<file path="src/rtl/uart_pkg.sv">
// Shared UART definitions: line state encoding used by both receiver and
// transmitter, plus the oversampling ratio and divider helper.
package uart_pkg;

  localparam int OVERSAMPLE = 16;

  typedef enum logic [2:0] {
    IDLE,
    START,
    DATA,
    PARITY,
    STOP,
    BREAK
  } uart_state_e;

  function automatic int os_div(input int sysclk_rate, input int baud_rate);
    return sysclk_rate / (baud_rate * OVERSAMPLE);
  endfunction

endpackage

</file>
<file path="src/rtl/uart_os_tick.sv">
// Oversampling tick generator: one-cycle pulse every OS_DIV system clocks,
// restartable so the first tick of a frame lands a full period after clr_i.
module uart_os_tick
  import uart_pkg::*;
#(
  parameter int SYSCLK_RATE = 100000000,
  parameter int BAUD_RATE   = 9600
) (
  input  logic SysClk,
  input  logic Rst_n,
  input  logic clr_i,
  output logic tick_o
);

  localparam int OS_DIV = os_div(SYSCLK_RATE, BAUD_RATE);
  localparam int CW     = (OS_DIV > 1) ? $clog2(OS_DIV) : 1;
  localparam logic [CW-1:0] CNT_MAX = CW'(OS_DIV - 1);

  if (OS_DIV < 1) begin : g_bad_div
    $error("uart_os_tick: SYSCLK_RATE too low for 16x oversampling of BAUD_RATE");
  end

  logic [CW-1:0] cnt_q, cnt_d;

  always_comb begin
    cnt_d = cnt_q;
    if (clr_i || (cnt_q == CNT_MAX)) begin
      cnt_d = '0;
    end else begin
      cnt_d = cnt_q + 1'b1;
    end
  end

  always_ff @(posedge SysClk or negedge Rst_n) begin
    if (!Rst_n) begin
      cnt_q <= '0;
    end else begin
      cnt_q <= cnt_d;
    end
  end

  assign tick_o = (cnt_q == CNT_MAX);

endmodule

</file>
<file path="src/rtl/uart_rx.sv">
// UART receiver with 16x oversampling and a single-entry valid/ready buffer.
// Define UART_RX_PARITY_EN to expect an even-parity bit after the data bits.
module uart_rx
  import uart_pkg::*;
#(
  parameter int SYSCLK_RATE = 100000000,
  parameter int BAUD_RATE   = 9600,
  parameter int DATA_BITS   = 8
) (
  input  logic                 SysClk,
  input  logic                 Rst_n,
  input  logic                 Rx,
  output logic [DATA_BITS-1:0] Data,
  output logic                 Valid,
  input  logic                 Ready,
  output logic                 FrameErr,
  output logic                 ParityErr,
  output logic                 Overrun
);

  localparam int BW = $clog2(DATA_BITS);
  localparam logic [3:0]    MID_CNT  = 4'(OVERSAMPLE / 2 - 1);
  localparam logic [3:0]    LAST_CNT = 4'(OVERSAMPLE - 1);
  localparam logic [BW-1:0] LAST_BIT = BW'(DATA_BITS - 1);

  if ((DATA_BITS < 5) || (DATA_BITS > 8)) begin : g_bad_bits
    $error("uart_rx: DATA_BITS must be in 5..8");
  end

  uart_state_e         state_q, state_d;
  logic                sync1_q, rxs_q, rxs_prev_q;
  logic [3:0]          tick_cnt_q, tick_cnt_d;
  logic [BW-1:0]       bit_idx_q, bit_idx_d;
  logic [DATA_BITS-1:0] shift_q, shift_d;
  logic [DATA_BITS-1:0] data_q, data_d;
  logic                valid_q, valid_d;
  logic                fe_q, fe_d;
  logic                ov_q, ov_d;
  logic                os_tick, os_clr;
  logic                rx_fall;
  logic                stop_good, stop_bad;
  logic                par_ok;

  assign rx_fall = rxs_prev_q & ~rxs_q;

  uart_os_tick #(
    .SYSCLK_RATE (SYSCLK_RATE),
    .BAUD_RATE   (BAUD_RATE)
  ) u_os_tick (
    .SysClk (SysClk),
    .Rst_n  (Rst_n),
    .clr_i  (os_clr),
    .tick_o (os_tick)
  );

  // Synchronizer resets to the idle-high level so reset release is not seen as a start edge.
  always_ff @(posedge SysClk or negedge Rst_n) begin
    if (!Rst_n) begin
      sync1_q    <= 1'b1;
      rxs_q      <= 1'b1;
      rxs_prev_q <= 1'b1;
    end else begin
      sync1_q    <= Rx;
      rxs_q      <= sync1_q;
      rxs_prev_q <= rxs_q;
    end
  end

`ifdef UART_RX_PARITY_EN
  logic par_q, par_d;
  logic pe_q, pe_d;

  assign par_ok    = ~((^shift_q) ^ par_q);
  assign ParityErr = pe_q;

  always_ff @(posedge SysClk or negedge Rst_n) begin
    if (!Rst_n) begin
      par_q <= 1'b0;
      pe_q  <= 1'b0;
    end else begin
      par_q <= par_d;
      pe_q  <= pe_d;
    end
  end
`else
  assign par_ok    = 1'b1;
  assign ParityErr = 1'b0;
`endif

  always_comb begin
    state_d    = state_q;
    tick_cnt_d = tick_cnt_q;
    bit_idx_d  = bit_idx_q;
    shift_d    = shift_q;
    os_clr     = 1'b0;
    stop_good  = 1'b0;
    stop_bad   = 1'b0;
`ifdef UART_RX_PARITY_EN
    par_d      = par_q;
`endif
    unique case (state_q)
      IDLE: begin
        if (rx_fall) begin
          state_d    = START;
          tick_cnt_d = '0;
          os_clr     = 1'b1;
        end
      end
      START: begin
        if (os_tick) begin
          if (tick_cnt_q == MID_CNT) begin
            tick_cnt_d = '0;
            bit_idx_d  = '0;
            state_d    = rxs_q ? IDLE : DATA;
          end else begin
            tick_cnt_d = tick_cnt_q + 4'd1;
          end
        end
      end
      DATA: begin
        if (os_tick) begin
          if (tick_cnt_q == LAST_CNT) begin
            tick_cnt_d         = '0;
            shift_d[bit_idx_q] = rxs_q;
            if (bit_idx_q == LAST_BIT) begin
`ifdef UART_RX_PARITY_EN
              state_d = PARITY;
`else
              state_d = STOP;
`endif
            end else begin
              bit_idx_d = bit_idx_q + 1'b1;
            end
          end else begin
            tick_cnt_d = tick_cnt_q + 4'd1;
          end
        end
      end
      PARITY: begin
`ifdef UART_RX_PARITY_EN
        if (os_tick) begin
          if (tick_cnt_q == LAST_CNT) begin
            tick_cnt_d = '0;
            par_d      = rxs_q;
            state_d    = STOP;
          end else begin
            tick_cnt_d = tick_cnt_q + 4'd1;
          end
        end
`else
        state_d = IDLE;
`endif
      end
      STOP: begin
        if (os_tick) begin
          if (tick_cnt_q == LAST_CNT) begin
            tick_cnt_d = '0;
            if (rxs_q) begin
              stop_good = 1'b1;
              state_d   = IDLE;
            end else begin
              stop_bad = 1'b1;
              state_d  = BREAK;
            end
          end else begin
            tick_cnt_d = tick_cnt_q + 4'd1;
          end
        end
      end
      BREAK: begin
        if (rxs_q) begin
          state_d = IDLE;
        end
      end
      default: state_d = IDLE;
    endcase
  end

  // A byte that fails parity or arrives while the buffer is held is dropped; the held byte survives.
  always_comb begin
    data_d  = data_q;
    valid_d = valid_q;
    fe_d    = stop_bad;
    ov_d    = 1'b0;
`ifdef UART_RX_PARITY_EN
    pe_d    = stop_good & ~par_ok;
`endif
    if (valid_q && Ready) begin
      valid_d = 1'b0;
    end
    if (stop_good && par_ok) begin
      if (valid_q && !Ready) begin
        ov_d = 1'b1;
      end else begin
        data_d  = shift_q;
        valid_d = 1'b1;
      end
    end
  end

  always_ff @(posedge SysClk or negedge Rst_n) begin
    if (!Rst_n) begin
      state_q    <= IDLE;
      tick_cnt_q <= '0;
      bit_idx_q  <= '0;
      shift_q    <= '0;
      data_q     <= '0;
      valid_q    <= 1'b0;
      fe_q       <= 1'b0;
      ov_q       <= 1'b0;
    end else begin
      state_q    <= state_d;
      tick_cnt_q <= tick_cnt_d;
      bit_idx_q  <= bit_idx_d;
      shift_q    <= shift_d;
      data_q     <= data_d;
      valid_q    <= valid_d;
      fe_q       <= fe_d;
      ov_q       <= ov_d;
    end
  end

  assign Data     = data_q;
  assign Valid    = valid_q;
  assign FrameErr = fe_q;
  assign Overrun  = ov_q;

endmodule
</file>
<file path="config.mk">
export PLATFORM = sky130hd
export DESIGN_NAME = uart_rx
export DESIGN_NICKNAME = d
export VERILOG_FILES = /design/src/rtl/uart_pkg.sv /design/src/rtl/uart_os_tick.sv /design/src/rtl/uart_rx.sv
export SDC_FILE = /design/constraint.sdc
export NUM_CORES = 1
export LEC_CHECK = 0
export ABC_AREA = 1
export CORE_ASPECT_RATIO = 0.7
export CORE_MARGIN = 5
export CORE_UTILIZATION = 25
export DETAILED_ROUTE_END_ITERATION = 6
export SETUP_SLACK_MARGIN = 0.05
export SLEW_MARGIN = 25
export SYNTH_ARGS = -nofsm -noshare
export SYNTH_HDL_FRONTEND = slang
export SYNTH_SLANG_ARGS = --single-unit
</file>
<file path="constraint.sdc">
create_clock -name SysClk -period 1.9 [get_ports SysClk]
set_input_delay 0.285 -clock SysClk [delete_from_list [all_inputs] [get_ports SysClk]]
set_output_delay 0.285 -clock SysClk [all_outputs]
set_load 0.05 [all_outputs]
</file>
Yosys cells after proc, flatten, opt, wreduce, memory -nomap -nowiden:

Index checks and enable logic that the tools add are counted.

* add/sub/neg operators: 3
* magnitude comparators: 2
* eq/ne operators: 19
* muxes and demuxes: 43
* bitwise logic cells: 3
* reductions and logical operators: 14

Operators with widths (count)
* $mux 3: 15
* $mux 4: 5
* $ne 2x2->1 const B: 10
* $mux 1: 16
* $pmux 3 s5: 1
* $pmux 4 s3: 1
* $add 10x1->10 const B: 1
* $eq 10x10->1 const B: 1
* $mux 10: 1
* $eq 3x3->1 const B: 3
* $reduce_and 9->1: 1
* $bwmux 8: 1
* $pmux 3 s2: 1
* $reduce_and 6->1: 1
* $add 4x1->4 const B: 1
* $eq 4x3->1 const B: 1
* $eq 4x4->1 const B: 1
* $lt 3x4->1 const B: 1
* $reduce_and 4->1: 1
* $add 3x1->3 const B: 1
* $demux 1 s3: 1
* $eq 3x1->1 const B: 1
* $eq 3x2->1 const B: 1
* $ge 3x1->1 const B: 1
* other kinds (13): 16

* bits in registers: 42
* output and inout bits: 12
* word-level logic and storage cells: 96

Longest topological paths before layout:

Gate-level depths: netlist of the first run.

* word-level depth: 6
* mapped depth: 11

Hierarchy:

A second synthesis of the first run with hierarchy kept.

* cell total of the unflattened synthesis: 272
* area, all modules: 2229.6 um^2

By module, submodules not included
* uart_rx: times used 1, cells an instance 198, area an instance 1669.1 um^2, sequential area each 804.5 um^2
* uart_os_tick: times used 1, cells an instance 74, area an instance 560.5 um^2, sequential area each 250.2 um^2

Worst setup path after synthesis of the first run:

No wires, ideal clock.

* path kind: flip-flop to flip-flop
* start: reg u_os_tick.cnt_q[0]
* end: reg data_q[0] (netlist: Data[0])
* library setup time: 119 ps
* arrival time: 1401 ps
* data required time: 1781 ps
* slack: 380 ps
* stages on the path, launching flop included: 10
* path buffers: 0
* cell sequence: dfrtp_1 inv_1 ha_1 nand2_1 nor3_4 nand4_4 nor2_8 nand2_4 nand2_1 nand2_1

* word-level cells in the longest chain between the ends: 4

Ends and longest elaborated chain
* from (decl): RTL line uart_os_tick.sv:23 `logic [CW-1:0] cnt_q, cnt_d;`
* from (signal assigned): RTL line uart_os_tick.sv:38 `cnt_q <= cnt_d;`
* $eq 10x10->1: RTL line uart_os_tick.sv:42 `assign tick_o = (cnt_q == CNT_MAX);`
* $mux 1: RTL line uart_rx.sv:155 `if (os_tick) begin`
* $mux 1: RTL line uart_rx.sv:101 `unique case (state_q)`
* $reduce_and 2->1 (no line)
* to (signal assigned): RTL line uart_rx.sv:216 `data_q <= data_d;`
* to (decl): RTL line uart_rx.sv:35 `logic [DATA_BITS-1:0] data_q, data_d;`

No other way between the ends.
A chain may end at the register's enable or synchronous reset.

Worst setup path in the final report of the first run:

* start: reg data_q[5] (netlist: Data[5])
* end: out Data[5]

RTL lines
* to (decl): RTL line uart_rx.sv:13 `output logic [DATA_BITS-1:0] Data,`

No word-level cell between the ends.

==> results of run 1 <==
sequential cells by signal, indices dropped and copies added, names as in the netlist:
signal,count
state_q,3
Valid,1
u_os_tick.cnt_q,10
Data,8
sync1_q,1
shift_q,8
rxs_prev_q,1
rxs_q,1
FrameErr,1
tick_cnt_q,4
bit_idx_q,3
Overrun,1
logic make-up after synthesis:
group           after synthesis  synth area share [%]
simple gates                166                  38.3
fa+ha+maj                     5                  2.75
xor+xnor                      4                  1.54
buf+inv                      27                  5.05
other cells                   1                 0.165
compound gates               20                  5.88
flops                        42                  46.3
Yosys cell counts:
cell       n  area (sq um)
nor2_4     5          56.3
nand3_4    1          17.5
ha_1       5          62.6
nand3_1   21           105
a21oi_4    1          16.3
nand4_1    5          31.3
inv_2      6          22.5
nor4_1     2          12.5
nor3_4     2          32.5
nor2_8     1          20.0
nand2_1   82           308
a31o_2     1          8.76
nand3_2    3          30.0
xnor2_1    2          17.5
o21ai_1    9          45.0
conb_1     1          3.75
clkinv_2   1          5.00
o21ai_0    3          15.0
buf_4      1          7.51
dfstp_2    3          78.8
nor3_1     7          35.0
inv_1     16          60.1
nand2_4    5          56.3
xor2_1     2          17.5
nor3_2     2          20.0
nor2_2     1          6.26
nor3b_1    2          15.0
o31ai_4    1          21.3
nand2_2    2          12.5
a21oi_1    4          20.0
clkbuf_1   1          3.75
a21o_1     1          7.51
nand4_4    1          21.3
buf_2      1          5.00
nand3b_1   1          7.51
dfrtp_1   39           976
buf_6      1          11.3
nor2_1    23          86.3
metal layers:
metal / GRT usage (%) / up-vias
met5: 0 / -
met4: 1.91 / 0
met3: 2.82 / 2
met2: 12.0 / 17
met1: 13.2 / 784
li1: - / 916
per-stage QoR:
stage,instances,util [%],hold WS (ns)
6_report,413,30.9,0.0593
3_5_place_dp,401,28.5,0.348
2_1_floorplan,265,-,-0.0106
5_1_grt,413,30.9,0.134
3_3_place_gp,401,28.5,0.346
4_1_cts,409,30.2,0.0995
worst max-delay path by stage:
stage                                 start                   to  slack [ns]  cells after the start
5_1_grt        u_os_tick.cnt_q[0]$_DFF_PN0_  Data[4]$_DFFE_PN0P_        0.04                      9
3_3_place_gp   u_os_tick.cnt_q[0]$_DFF_PN0_  Data[2]$_DFFE_PN0P_        0.30                      9
2_1_floorplan  u_os_tick.cnt_q[0]$_DFF_PN0_  Data[0]$_DFFE_PN0P_        0.38                      9
4_1_cts                 Data[0]$_DFFE_PN0P_              Data[0]        0.14                      1
3_5_place_dp   u_os_tick.cnt_q[0]$_DFF_PN0_  Data[7]$_DFFE_PN0P_        0.21                      9
6_report                Data[5]$_DFFE_PN0P_              Data[5]        0.15                      1
cell type report:
type,instances,share of cell area (%)
Clock inverter,3,0.768
Inverter,23,3.16
Multi-Input combinational cell,196,40.9
Clock buffer,5,4.52
Tap cell,124,5.60
Sequential cell,42,38.1
Timing Repair Buffer,20,6.96
power breakdown:
part	leakage, nW	internal [mW]	switching [mW]	total (mW)
Sequential	0.563	1.01	0.176	1.19
Combinational	0.656	0.380	0.661	1.04
Clock	0.0698	0.486	0.348	0.834
Total	1.29	1.88	1.18	3.06
what timing repair did:
action | 4_1_cts | 5_1_grt
setup endpoints to repair | 0 | 6
buffers inserted | 0 | 4
gates resized for setup | 0 | 9
==> qor.txt, run 1 <==
Die area - 11200 sq um
WL met3 - 190 um
Synth Cell Area - 2280 sq um
Worst min-delay path class - input port to asynchronous set/reset pin
Die Wd - 124 um
Worst path max stage delay - 0.81 ns
CP cell instances - clkdlybuf4s50_1
DP HPWL - 3390 um
Kind of cell adding the most delay to the critical path - buffers and inverters
Post-synth cell types - 38
Initial Utilization - 25.4%
Critical Path Start Type - flop
Setup Skew - 0.00609 ns
1st-iter DRT viols - 100
Worst r2r dst - Data[3]$_DFFE_PN0P_
Clock buffer depth - 2
Final WL - 4500 um
Post-Layout Inst Area - 2770 sq um
Commonest non-fill, non-tap cells in the layout - nand2_1 (77), dfrtp_1 (38), nor2_1 (23), nand3_1 (21), inv_1 (15)
Final setup margin - 0.153 ns
Seq/Total Area, Yosys - 46.3%
Total Power - 3.06 mW
VDD IR max - 0.447 mV
Worst-case reg-to-reg path depth - 9
Critical path class - flop to primary output
CP arrival - 1.46 ns
Min cycle time layout - 1.75 ns
Fillers - 948
Routability Congestion - 0.855
First-pass GRT wire length - 7940 um
CP Capture Type - primary output
Vias in the first global route - 1644
Synth Warn # - 0
WL/cell - 10.9 um
Leakage - 1.29 nW
Critical path's slowest cell - clkdlybuf4s50_1
Gate Count Post-Synth - 265
Ports - 16
Synthesis-to-layout area growth - 21.6%
Syn avg cell area - 8.60 sq um
Slew Viols, Final - 0
Maximum fanout along the worst path - 2
RSZ-0062 raised after global routing - no
H-tree depth - 2
Total global-route track usage - 8.72%
Commonest non-fill, non-tap cell in the layout - nand2_1
Slew headroom - 64.4%
Diodes inserted - 0
Post-place instance area - 2560 sq um
CTS tree - built
F_max - 572 MHz
Skew-Pair Late Insertion Delay - 0.28 ns
Share of cells above drive strength 1 - 20.4%
CTS Hold Bufs - 0
Grt ovf - 0
CTS sink cnt - 42
Initial antenna violation count - 0
Top routing layer used - met4
ANT nets after route - 0
Slew of the pin with the lowest slew margin - 0.535 ns
PortBufs - 14
Die H - 89.9 um
Syn_nets - 274
Drt pass-1 iters - 4
Via count - 1719
Req. time, crit path - 1.62 ns
Worst slack at placement - 0.214 ns
Core Rows - 29
Clock-pin slew on the worst setup and hold paths - 0.06 ns
Post-DR vias/cell - 4.16
Largest net degree at the start of global routing - 43
Final hold vios - 0
Setup TNS - 0 ns
Final nets - 297
Reg-to-Reg Start - u_os_tick.cnt_q[0]$_DFF_PN0_
Setup slack, reg-to-reg - 0.17 ns
#FFs+latches synth - 42
TritonCTS Buffers - 5
Max Cap Viol - 0
Final setup fails - 0
# DRC - 0
Met2 wire len - 1860 um
CP bufs+invs - 1
P per Cell Area - 1110 nW/um^2
Multi-input logic area - 1130 sq um
Reg area - 1060 sq um
Wl on met1 - 2430 um
CTS root buf - clkbuf_16
Period utilisation layout - 91.9%
Core Box Area - 8960 sq um
Run status - completed
(Power assumes the default switching activity.)
==> run 2, diff against run 1 <==
Settings changed: ABC_CLOCK_PERIOD_IN_PS from default to 1900.
==> results of run 2 <==
The final DEF is identical to that of run 1; final timing and power are the same.
